**src/rtl/calc_pkg.sv**
```systemverilog
// Shared key codes, operator/state encodings and key classification helpers
// for the keypad calculator core.
package calc_pkg;

  localparam logic [3:0] KEY_ADD    = 4'hA;
  localparam logic [3:0] KEY_SUB    = 4'hB;
  localparam logic [3:0] KEY_MUL    = 4'hC;
  localparam logic [3:0] KEY_CLR    = 4'hD;
  localparam logic [3:0] KEY_EQ     = 4'hE;
  localparam logic [3:0] KEY_ALLCLR = 4'hF;

  typedef enum logic [1:0] {
    OP_NONE = 2'd0,
    OP_ADD  = 2'd1,
    OP_SUB  = 2'd2,
    OP_MUL  = 2'd3
  } op_t;

  typedef enum logic [2:0] {
    ENTRY_A = 3'd0,
    OP_WAIT = 3'd1,
    ENTRY_B = 3'd2,
    RESULT  = 3'd3,
    ERR     = 3'd4
  } state_t;

  function automatic logic is_digit(input logic [3:0] key);
    return (key <= 4'h9);
  endfunction

  function automatic logic is_oper(input logic [3:0] key);
    return (key == KEY_ADD) || (key == KEY_SUB) || (key == KEY_MUL);
  endfunction

  function automatic op_t key_to_op(input logic [3:0] key);
    case (key)
      KEY_ADD: return OP_ADD;
      KEY_SUB: return OP_SUB;
      KEY_MUL: return OP_MUL;
      default: return OP_NONE;
    endcase
  endfunction

endpackage

```
**src/rtl/key_edge_detect.sv**
```systemverilog
// Turns the level keypressed signal into a single-cycle press indication.
// prev_pressed resets high so a key held through reset is not seen as a press.
module key_edge_detect (
  input  logic clock,
  input  logic reset,
  input  logic keypressed,
  output logic key_event
);

  logic r_prev_pressed;

  // Previous-level register for rising-edge detection
  always_ff @(posedge clock) begin
    if (reset) begin
      r_prev_pressed <= 1'b1;
    end else begin
      r_prev_pressed <= keypressed;
    end
  end

  assign key_event = keypressed & ~r_prev_pressed;

endmodule

```
**src/rtl/calc_core.sv**
```systemverilog
// Keypad calculator entry FSM and datapath: decimal operand entry, add/sub/mul
// with left-to-right chaining, overflow detection and registered display outputs.
module calc_core
  import calc_pkg::*;
#(
  parameter int WIDTH      = 16,
  parameter int MAX_DIGITS = 4
) (
  input  logic                    clock,
  input  logic                    reset,
  input  logic [3:0]              keycode,
  input  logic                    keypressed,
  output logic signed [WIDTH-1:0] display_value,
  output logic [1:0]              op,
  output logic [2:0]              state,
  output logic                    error,
  output logic                    key_event
);

  localparam int NDW = $clog2(MAX_DIGITS + 1);

  state_t             r_state, w_state_nx;
  op_t                r_op, w_op_nx;
  logic [WIDTH-1:0]   r_acc, w_acc_nx;
  logic [WIDTH-1:0]   r_opa, w_opa_nx;
  logic [NDW-1:0]     r_ndig, w_ndig_nx;
  logic [WIDTH-1:0]   r_disp, w_disp_nx;
  logic               r_error, r_key_event;
  logic               w_event;
  logic [WIDTH-1:0]   w_digit, w_append;
  logic               w_can_append;
  logic [2*WIDTH-1:0] w_a, w_b, w_res;
  logic               w_ovf;

  key_edge_detect u_edge (
    .clock      (clock),
    .reset      (reset),
    .keypressed (keypressed),
    .key_event  (w_event)
  );

  assign w_digit      = WIDTH'(keycode);
  assign w_append     = r_acc * WIDTH'(10) + w_digit;
  assign w_can_append = (r_ndig < NDW'(MAX_DIGITS));

  // Operands are sign-extended to 2*WIDTH so the full product fits exactly
  assign w_a = {{WIDTH{r_opa[WIDTH-1]}}, r_opa};
  assign w_b = {{WIDTH{r_acc[WIDTH-1]}}, r_acc};

  // Arithmetic result selection for the latched operator
  always_comb begin
    case (r_op)
      OP_ADD:  w_res = w_a + w_b;
      OP_SUB:  w_res = w_a - w_b;
      OP_MUL:  w_res = w_a * w_b;
      default: w_res = w_b;
    endcase
  end

  // In range only when the upper WIDTH+1 bits are all copies of the sign
  assign w_ovf = ~((&w_res[2*WIDTH-1:WIDTH-1]) | ~(|w_res[2*WIDTH-1:WIDTH-1]));

  // Next-state and datapath decode for one accepted key event
  always_comb begin
    w_state_nx = r_state;
    w_op_nx    = r_op;
    w_acc_nx   = r_acc;
    w_opa_nx   = r_opa;
    w_ndig_nx  = r_ndig;
    if (!w_event) begin
      w_state_nx = r_state;
    end else if (keycode == KEY_ALLCLR) begin
      w_state_nx = ENTRY_A;
      w_op_nx    = OP_NONE;
      w_acc_nx   = '0;
      w_opa_nx   = '0;
      w_ndig_nx  = '0;
    end else begin
      case (r_state)
        ENTRY_A, ENTRY_B: begin
          if (is_digit(keycode)) begin
            if (w_can_append) begin
              w_acc_nx  = w_append;
              w_ndig_nx = r_ndig + NDW'(1);
            end else begin
              w_acc_nx = r_acc;
            end
          end else if (keycode == KEY_CLR) begin
            w_acc_nx  = '0;
            w_ndig_nx = '0;
          end else if (r_state == ENTRY_A) begin
            if (is_oper(keycode)) begin
              w_opa_nx   = r_acc;
              w_op_nx    = key_to_op(keycode);
              w_state_nx = OP_WAIT;
            end else begin
              w_state_nx = r_state;
            end
          end else if (is_oper(keycode) || (keycode == KEY_EQ)) begin
            if (w_ovf) begin
              w_state_nx = ERR;
            end else begin
              w_opa_nx   = w_res[WIDTH-1:0];
              w_op_nx    = is_oper(keycode) ? key_to_op(keycode) : r_op;
              w_state_nx = is_oper(keycode) ? OP_WAIT : RESULT;
            end
          end else begin
            w_state_nx = r_state;
          end
        end
        OP_WAIT, RESULT: begin
          if (is_digit(keycode)) begin
            w_acc_nx   = w_digit;
            w_ndig_nx  = NDW'(1);
            w_op_nx    = (r_state == RESULT) ? OP_NONE : r_op;
            w_state_nx = (r_state == RESULT) ? ENTRY_A : ENTRY_B;
          end else if (is_oper(keycode)) begin
            w_op_nx    = key_to_op(keycode);
            w_state_nx = OP_WAIT;
          end else begin
            w_state_nx = r_state;
          end
        end
        default: w_state_nx = r_state;
      endcase
    end
  end

  // Display source follows the state being entered
  always_comb begin
    case (w_state_nx)
      ENTRY_A, ENTRY_B: w_disp_nx = w_acc_nx;
      OP_WAIT, RESULT:  w_disp_nx = w_opa_nx;
      default:          w_disp_nx = '0;
    endcase
  end

  // State, datapath and output registers
  always_ff @(posedge clock) begin
    if (reset) begin
      r_state     <= ENTRY_A;
      r_op        <= OP_NONE;
      r_acc       <= '0;
      r_opa       <= '0;
      r_ndig      <= '0;
      r_disp      <= '0;
      r_error     <= 1'b0;
      r_key_event <= 1'b0;
    end else begin
      r_state     <= w_state_nx;
      r_op        <= w_op_nx;
      r_acc       <= w_acc_nx;
      r_opa       <= w_opa_nx;
      r_ndig      <= w_ndig_nx;
      r_disp      <= w_disp_nx;
      r_error     <= (w_state_nx == ERR);
      r_key_event <= w_event;
    end
  end

  assign display_value = r_disp;
  assign op            = r_op;
  assign state         = r_state;
  assign error         = r_error;
  assign key_event     = r_key_event;

endmodule
```
**config.mk**
```make
export PLATFORM = sky130hd
export DESIGN_NAME = calc_core
export DESIGN_NICKNAME = d
export VERILOG_FILES = /design/src/rtl/calc_pkg.sv /design/src/rtl/key_edge_detect.sv /design/src/rtl/calc_core.sv
export SDC_FILE = /design/constraint.sdc
export NUM_CORES = 1
export LEC_CHECK = 0
export ABC_CLOCK_PERIOD_IN_PS = 14070
export CAP_MARGIN = 20
export CORE_ASPECT_RATIO = 0.9
export CORE_MARGIN = 8
export CORE_UTILIZATION = 37
export CTS_BUF_LIST = sky130_fd_sc_hd__clkbuf_16
export DETAILED_ROUTE_END_ITERATION = 16
export PLACE_DENSITY = 0.5
export SLEW_MARGIN = 20
export SYNTH_ARGS = -nofsm -noshare
export SYNTH_HDL_FRONTEND = slang
export SYNTH_HIERARCHICAL = 1
export SYNTH_SLANG_ARGS = --single-unit
```
**constraint.sdc**
```tcl
create_clock -name clock -period 14.07 [get_ports clock]
set_input_delay 2.814 -clock clock [delete_from_list [all_inputs] [get_ports clock]]
set_output_delay 2.814 -clock clock [all_outputs]
set_load 0.005 [all_outputs]
```
# Word-level counts from Yosys, hierarchy flattened
# Cells that the tools add are included.
# totals
elab_cells	106
in_bits	7
reg_bits	59
out_inout_bits	23
# op_classes
n_mul	2
bitwise_logic	4
addsub	4
n_reduce_logical	14
mux	47
eq_ne	24
n_lt_le_gt_ge	2
# ops
op	n
two-way mux 16 bit	15
case mux 32 bit (3 select lines)	1
case mux 16 bit (2 select lines)	2
two-way mux 3 bit	14
multiplier 16 x 16 -> 32 bit	1
equality test 4 bit (second input constant)	6
two-way mux 2 bit	11
!= test 4 bit (second input constant)	5
adder 16 x 16 -> 17 bit	1
AND reduction 17 bit	1
OR reduction 17 bit	1
subtractor 16 x 16 -> 17 bit	1
adder 16 x 4 -> 16 bit	1
multiplier 16 x 3 -> 15 bit (second input constant)	1
equality test 3 x 2 -> 1 bit (second input constant)	4
case mux 3 bit (2 select lines)	2
!= test 3 bit (second input constant)	3
OR reduction 2 bit	4
AND reduction 7 bit	1
equality test 3 x 1 -> 1 bit (second input constant)	2
zero test 3 bit	2
case mux 2 bit (3 select lines)	1
AND reduction 5 bit	1
equality test 2 bit (second input constant)	2
other kinds (11)	14

# Depth between registers and ports, before layout
# Gate-level depths: netlist of the first run.
# depth
word_depth	16
ltp_mapped	30
mapped_depth_nobuf	28

# Cells and area by module
# The synthesis of the first run kept the hierarchy.
# by_module_without_submodules
mod	cells_each	seq_area_each_um2	n_inst	area_each_um2
calc_core	1872	1161.1	1	15793.9
key_edge_detect	3	20.0	1	32.5

# Least setup slack after synthesis of the first run
# Ideal clock, no wire load.
# synth_path
kind	reg-to-reg
start	register r_acc[1]
end	register r_disp[13] (netlist: display_value[13])
path_slack_ps	6532
synth_period_minus_slack_ps	7538
setup_time_ps	117
t_arrival_ps	7421
path_stages_with_launch	26
path_cell_list	dfxtp_1 > clkbuf_1 > nand2_1 > inv_1 > fa_1 > fa_1 > inv_1 > fa_1 > fa_1 > fa_1 > fa_1 > inv_1 > ha_1 > o21a_1 > o21bai_1 > o21ai_1 > a2111oi_1 > nand3_1 > nor3b_1 > nor4_1 > nand4_1 > a211oi_2 > o21ai_2 > a31o_1 > a221o_1 > a22o_1
# synth_via
elab_chain_cells	16
# synth_lines
element	line_no	source
start, declared	calc_core.sv:24	logic [WIDTH-1:0] r_acc, w_acc_nx;
start signal, assigned	calc_core.sv:152	r_acc <= w_acc_nx;
multiplier 16 x 16 -> 32 bit (tied with other cells)	calc_core.sv:55	OP_MUL: w_res = w_a * w_b;
case mux 32 bit (3 select lines)	calc_core.sv:52	case (r_op)
OR reduction 17 bit	calc_core.sv:61	assign w_ovf = ~((&w_res[2*WIDTH-1:WIDTH-1]) | ~(|w_res[2*WIDTH-1:WIDTH-1]));
NOT 1 bit	calc_core.sv:61	
OR 1 bit	calc_core.sv:61	
two-way mux 3 bit	calc_core.sv:100	if (w_ovf) begin
two-way mux 3 bit	calc_core.sv:99	end else if (is_oper(keycode) || (keycode == KEY_EQ)) begin
two-way mux 3 bit	calc_core.sv:91	end else if (r_state == ENTRY_A) begin
two-way mux 3 bit	calc_core.sv:88	end else if (keycode == KEY_CLR) begin
two-way mux 3 bit	calc_core.sv:81	if (is_digit(keycode)) begin
case mux 3 bit (2 select lines)	calc_core.sv:79	case (r_state)
two-way mux 3 bit	calc_core.sv:72	end else if (keycode == KEY_ALLCLR) begin
two-way mux 3 bit	calc_core.sv:70	if (!w_event) begin
equality test 3 x 1 -> 1 bit (tied with other cells)	calc_core.sv:131	case (w_state_nx)
OR reduction 2 bit	calc_core.sv:131	
case mux 16 bit (2 select lines) (*)	calc_core.sv:131	
end signal, assigned	calc_core.sv:155	r_disp <= w_disp_nx;
end, declared	calc_core.sv:27	logic [WIDTH-1:0] r_disp, w_disp_nx;
# Mark *: on every way between the ends. The rest lies on a longest branch, timed or not.
# A chain may end at the register's enable or synchronous reset.

# Final worst setup path of the first run
# layout_path
start	register r_acc[3]
end	register r_disp[12] (netlist: display_value[12])
# Same word-level chain as after synthesis.

==> results of run 1 <==
==> critical path: stages, from the launching register on <==
cell	delay [ns]
dfxtp_1	1.06
inv_1	0.47
nor2_1	0.29
fa_1	0.52
fa_1	0.52
inv_1	0.36
fa_1	0.52
fa_1	0.57
fa_1	0.43
fa_1	0.49
inv_1	0.05
ha_1	0.43
nand2_1	0.13
nor3_1	0.43
inv_1	0.12
a211oi_1	0.59
o21ai_0	0.21
a21oi_1	0.21
and4b_1	0.21
nand4_1	0.15
a211oi_2	0.18
nor2_1	0.84
a21oi_1	0.22
o21a_1	0.46
a211o_1	0.38
==> cells by family after synthesis <==
| logic type | after synthesis | synth area share |
|---|---|---|
| muxes | 15 | 0.0159 |
| buffers and inverters | 388 | 0.0931 |
| and+or+nand+nor | 562 | 0.168 |
| DFF | 59 | 0.0746 |
| AOI/OAI and AO/OA | 367 | 0.158 |
| adders and majority gates | 408 | 0.449 |
| xor gates and xnor gates | 76 | 0.0421 |
==> per-layer routing <==
layer	vias up	routed length (um)	global-route usage
li1	6090	-	-
met1	6613	23700	0.297
met2	449	22600	0.316
met3	74	3700	0.0388
met4	0	1280	0.0553
met5	-	0	0
==> sequential cells by signal, indices dropped and copies added, names as in the netlist <==
signal,cells
r_acc,16
error,1
u_edge/r_prev_pressed,1
key_event,1
op,2
r_opa,16
r_ndig,3
state,3
display_value,16
==> final timing paths <==
kind / start / endpoint / cells after the start
max: r_acc[3] / display_value[12] / 24
min reg2reg: r_ndig[1] / r_ndig[1] / 2
max reg2reg: r_acc[3] / display_value[12] / 24
min: r_ndig[1] / r_ndig[1] / 2
==> stage by stage <==
stage	total power, mW	hold WS [ns]	utilization
floorplan	0.213	0.458	-
finish	0.460	0.511	0.398
global route	0.476	0.539	0.398
CTS	0.462	0.516	0.398
detailed placement	0.233	0.503	0.391
global placement	0.232	0.492	0.391
==> final cells by class <==
class	count	area share
multi-input cells	1428	0.776
flip-flops and latches	59	0.0696
inverters	303	0.0670
well taps	555	0.0409
repair buffers	54	0.0282
clock buffers	9	0.0133
clock inverters	6	0.00486
==> placed cells by master (no fill, tap or decap), drive strengths merged, types with 6 or more instances in the layout <==
cell           count
inv              303
fa               266
nand2            206
ha               142
nor2             138
a21oi             95
and2              84
o21ai             76
dfxtp             59
xnor2             55
clkdlybuf4s50     29
buf               25
nor3              23
nand2b            21
xor2              21
nor2b             18
a21o              18
a22o              17
a211oi            17
a22oi             15
nand4             15
nand3             12
o211ai            12
o21a              12
a31oi             10
or3                9
o22ai              9
clkbuf             9
mux4               8
or2                8
nor4               8
o31ai              8
o211a              7
a2111oi            7
a21boi             6
mux2i              6
o21bai             6
==> power breakdown <==
group	switching, mW	total [mW]	internal, mW
registers	0.00292	0.172	0.169
clock network	0.0776	0.230	0.153
logic	0.0371	0.0587	0.0216
==> qor.csv, run 1 <==
stage,metric,value,unit
timing,skew,0.00581,ns
synth,ys_top_cells_by_area,"fa_1, ha_1, dfxtp_1",
worst_setup_path,reg2reg_slack,4.10,ns
place,dp.cells,2399,
synth,synth_edf_count,0,
power_and_ir_drop,ir_drop,0.0517,mV
timing,finalCriticalPeriod,9.97,ns
global_route,grt_pass1_wl,79.1,mm
die,dieArea,0.0497,mm^2
drt,drt-total-wl,51.3,mm
synth,synthFlopType,dfxtp_1,
drt,vias_per_cell,5.48,
cells_and_area,final_cell_area,0.0170,mm^2
clock_network,clkLatencyLatePin,0.33,ns
worst_setup_path,critPathCaptureType,flop,
global_route,overflow,0,
synth,yosysTopAreaCell,fa_1,
place,place_ws,4.21,ns
cells_and_area,multi_input_area,0.0132,mm^2
synth,ys_ff_latch,59,
place,portBuffers,29,
clock_network,cts_setup_buffers,0,
clock_network,clockRootBuffer,clkbuf_16,
worst_setup_path,critPathMaxFanout,20,
place,placed_area,0.0167,mm^2
worst_setup_path,path_class,reg2reg,
global_route,grt_max_degree,36,
global_route,track_usage,0.207,
cells_and_area,insertedDiodeCount,0,
outcome,outcome,"finished, final reports clean",
synth,yosysMostFrequentCell,inv_1,
clock_network,cts_buffers,9,
timing,worst_slack,4.10,ns
worst_setup_path,arrival,10.18,ns
clock_network,cts_tree,yes,
timing,fin_crit_sh,0.709,
drt,antenna_left,0,
cells_and_area,final.fill_count,4438,
global_route,grt_pass1_vias,13400,
clock_network,path_clk_slew,0.05,ns
clock_network,h-tree-depth,3,
clock_network,clock-sinks,59,
cells_and_area,drive_above_1_share,0.0377,
timing,setup_viol,0,
drt,drt_iter0_drc,1201,
die,coreArea,0.0426,mm^2
timing,fin_setup_tns,0,ns
cells_and_area,fin_cells,2414,
die,fp.dieW,234,um
synth,synth_common_cells,"inv_1, fa_1, nand2_1",
drt,firstDrtPassIters,5,
synth,synth_warnings,6,
synth,avgSynthCellArea,8.44,um^2
timing,tightest_slew,1.16,ns
place,gp_congestion,0.912,
cells_and_area,regArea,0.00118,mm^2
synth,synth_async_sr_flop_share,0,
timing,relSlewSlack,0.213,
synth,synth_cell_types,85,
clock_network,cts_resized,0,
clock_network,clk_path_buf_depth,2,
cells_and_area,nets,2270,
die,die_y,212,um
drt,route.detailed.drc,0,
timing,clock.fmax,0.100,GHz
die,row_count,72,
global_route,antenna_found_initial,0,
job,maxCapViolations,0,
worst_setup_path,startpoint_type,flop,
cells_and_area,syn2layout_area_growth,7.26,%
timing,finalHoldViolCount,0,
die,start_util,0.371,
synth,yosysSeqAreaShare,0.0746,
synth,synth_nets,2290,
synth,syn_area,0.0158,mm^2
power_and_ir_drop,p_leak,6.71,nW
power_and_ir_drop,p_per_area,27.1,mW/mm^2
synth,syn_inst,1875,
worst_setup_path,critical_path_required,14.28,ns
place,hpwl,41.2,mm
hold_path,hold_path.class,reg2reg,
timing,rsz0062_at_grt,no,
clock_network,cts_hold_buf,0,
drt,vias,13200,
die,io_pins,30,
drt,wl_per_cell,21.2,um
synth,synth_top_area_frac,0.336,
timing,finalMaxSlewViolations,0,
No activity file was read; power rests on OpenSTA's default activity.
==> run 2, diff against run 1 <==
--- a/config.mk
+++ b/config.mk
@@ -5,14 +5,14 @@
 export SDC_FILE = /design/constraint.sdc
 export NUM_CORES = 1
 export LEC_CHECK = 0
-export ABC_CLOCK_PERIOD_IN_PS = 14070
+export ABC_CLOCK_PERIOD_IN_PS = 8160
 export CAP_MARGIN = 20
 export CORE_ASPECT_RATIO = 0.9
 export CORE_MARGIN = 8
 export CORE_UTILIZATION = 37
 export CTS_BUF_LIST = sky130_fd_sc_hd__clkbuf_16
 export DETAILED_ROUTE_END_ITERATION = 16
-export PLACE_DENSITY = 0.5
+export PLACE_DENSITY = 0.52
 export SLEW_MARGIN = 20
 export SYNTH_ARGS = -nofsm -noshare
 export SYNTH_HDL_FRONTEND = slang
==> constraint.sdc (replaced) <==
create_clock -name clock -period 8.16 [get_ports clock]
set_input_delay 1.632 -clock clock [delete_from_list [all_inputs] [get_ports clock]]
set_output_delay 1.632 -clock clock [all_outputs]
set_load 0.005 [all_outputs]
==> qor.csv, run 2 (same netlist as run 1, synthesis figures left out) <==
stage,metric,value,unit,change
clock_network,cts_tree,yes,,
cells_and_area,layout_common_cells,"inv_1, fa_1, nand2_1, ha_1, nor2_1",,
worst_setup_path,critical_path_required,8.38,ns,-5.90 ns
global_route,grt_pass1_wl,81.0,mm,+2.4%
global_route,grt_pass1_vias,13900,,+4.4%
clock_network,clock-sinks,59,,unchanged
worst_setup_path,arrival,8.12,ns,-2.06 ns
drt,firstDrtPassIters,5,,unchanged
drt,vias_per_cell,5.38,,-1.7%
clock_network,clk_path_buf_depth,2,,unchanged
outcome,outcome,"finished, final reports clean",,
cells_and_area,nets,2368,,+4.3%
place,portBuffers,29,,unchanged
timing,clock.fmax,0.127,GHz,+26%
timing,setup_viol,0,,unchanged
cells_and_area,mostFrequentLayoutCell,inv_1,,
die,io_pins,30,,unchanged
global_route,overflow,0,,unchanged
worst_setup_path,startpoint_type,flop,,
worst_setup_path,cp_common_cell,fa_1,,
place,gp_congestion,0.926,,+1.5%
worst_setup_path,critPathTopFamily,adder cells,,
timing,finalCriticalPeriod,7.89,ns,-2.08 ns
cells_and_area,syn2layout_area_growth,12.7,%,
worst_setup_path,path_class,reg2reg,,
drt,drt_iter0_drc,915,,-24%
timing,tightest_slew,0.948,ns,-0.214 ns
clock_network,cts_buffers,9,,unchanged
drt,drt-total-wl,51.6,mm,+0.70%
global_route,track_usage,0.210,,+0.00286
worst_setup_path,path_buf_inv,8,,+4
power_and_ir_drop,ir_drop,0.0902,mV,+74%
drt,route.detailed.drc,0,,unchanged
clock_network,path_clk_slew,0.06,ns,about the same
global_route,antenna_found_initial,0,,unchanged
cells_and_area,insertedDiodeCount,0,,unchanged
power_and_ir_drop,power,0.793,mW,+72%
die,fp.dieW,234,um,unchanged
global_route,grt_max_degree,36,,unchanged
power_and_ir_drop,p_leak,7.24,nW,+7.8%
timing,relSlewSlack,0.358,,+0.145
drt,vias,13500,,+2.3%
drt,antenna_left,0,,unchanged
drt,wl_per_cell,20.5,um,-3.3%
place,place_ws,-0.319,ns,-4.53 ns
job,maxCapViolations,0,,unchanged
clock_network,h-tree-depth,3,,unchanged
cells_and_area,drive_above_1_share,0.102,,+0.0640
die,die_y,212,um,unchanged
timing,finalHoldViolCount,0,,unchanged
worst_setup_path,critical_path.max_stage_delay,0.55,ns,-0.51 ns
worst_setup_path,critPathSlowestCell,fa_1,,
place,hpwl,43.1,mm,+4.8%
clock_network,clockRootBuffer,clkbuf_16,,
timing,finalMaxSlewViolations,0,,unchanged
timing,worst_slack,0.265,ns,-3.83 ns
cells_and_area,final.fill_count,4344,,-2.1%
power_and_ir_drop,p_per_area,44.5,mW/mm^2,+64%
worst_setup_path,critPathCaptureType,flop,,
die,coreArea,0.0426,mm^2,unchanged
die,row_count,72,,unchanged
die,dieArea,0.0497,mm^2,unchanged
worst_setup_path,critPathMaxFanout,11,,-45%
hold_path,hold_path.class,reg2reg,,
timing,rsz0062_at_grt,yes,,
timing,skew,0.00974,ns,+0.00393 ns
timing,fin_crit_sh,0.968,,+0.259
die,start_util,0.371,,unchanged
clock_network,clkLatencyLatePin,0.34,ns,about the same
## run 2: cell types whose count changed in the layout (fill, tap and decap cells not counted), moves of 2 or more
cell,delta
a21oi_1,-2
a21oi_2,+2
buf_12,+2
buf_4,+94
buf_6,+2
dfxtp_1,-15
dfxtp_2,+14
ha_1,-4
ha_2,+4
inv_6,+2
o21ai_0,-2
o21ai_1,+2
## run 2: worst paths after layout
check	start	end	slack, ns	cells past startpoint
max	r_opa[6]	display_value[12]	0.27	29
max reg2reg	r_opa[6]	display_value[12]	0.27	29
min	r_ndig[1]	r_ndig[1]	0.50	2
min reg2reg	r_ndig[1]	r_ndig[1]	0.50	2
## run 2: final cells by class
type | instances | area (um^2) | area share
Inverter | 303 | 1140 | 0.0638
Tap cell | 555 | 694 | 0.0389
Clock inverter | 7 | 76.3 | 0.00428
Clock buffer | 9 | 225 | 0.0126
Multi-Input combinational cell | 1428 | 13200 | 0.743
Timing Repair Buffer | 152 | 1250 | 0.0699
Sequential cell | 59 | 1200 | 0.0674
## run 2: per-stage QoR
| stage | cell area (um^2) | hold WS, ns | cells | setup TNS (ns) | util |
|---|---|---|---|---|---|
| 2_1_floorplan | 15800 | 0.458 | 1875 | 0 | - |
| 4_1_cts | 17700 | 0.502 | 2510 | 0 | 0.416 |
| 3_3_place_gp | 17400 | 0.483 | 2494 | -8.87 | 0.408 |
| 6_report | 17800 | 0.496 | 2513 | 0 | 0.418 |
| 5_1_grt | 17800 | 0.557 | 2513 | -0.297 | 0.418 |
| 3_5_place_dp | 17400 | 0.487 | 2494 | -7.55 | 0.408 |
## run 2: what timing repair did
item                       4_1_cts  5_1_grt
pin swaps                        0        4
hold buffers                     0        0
setup endpoints to repair       36       36
resized for setup                5       32
buffers inserted                 0        3
## run 2: report_power, final
group | total (mW) | internal (mW) | switching, mW
combinational | 0.106 | 0.0405 | 0.0651
sequential | 0.294 | 0.290 | 0.00378
clock | 0.394 | 0.238 | 0.155
## run 2: routing by layer
| layer | GRT usage | share of wire | up-vias |
|---|---|---|---|
| met1 | 0.304 | 0.47 | 6757 |
| met3 | 0.0443 | 0.079 | 59 |
| met5 | 0 | 0 | - |
| met4 | 0.0490 | 0.020 | 0 |
| met2 | 0.316 | 0.43 | 447 |
| li1 | - | - | 6269 |
## run 2: worst register-to-register path: cells and delay by family, from the launching register on
family	cells	cell delay, ns
compound gates	7	1.47
fa+ha+maj	7	3.39
buf+inv	8	1.10
flops	1	0.31
simple gates	7	1.49
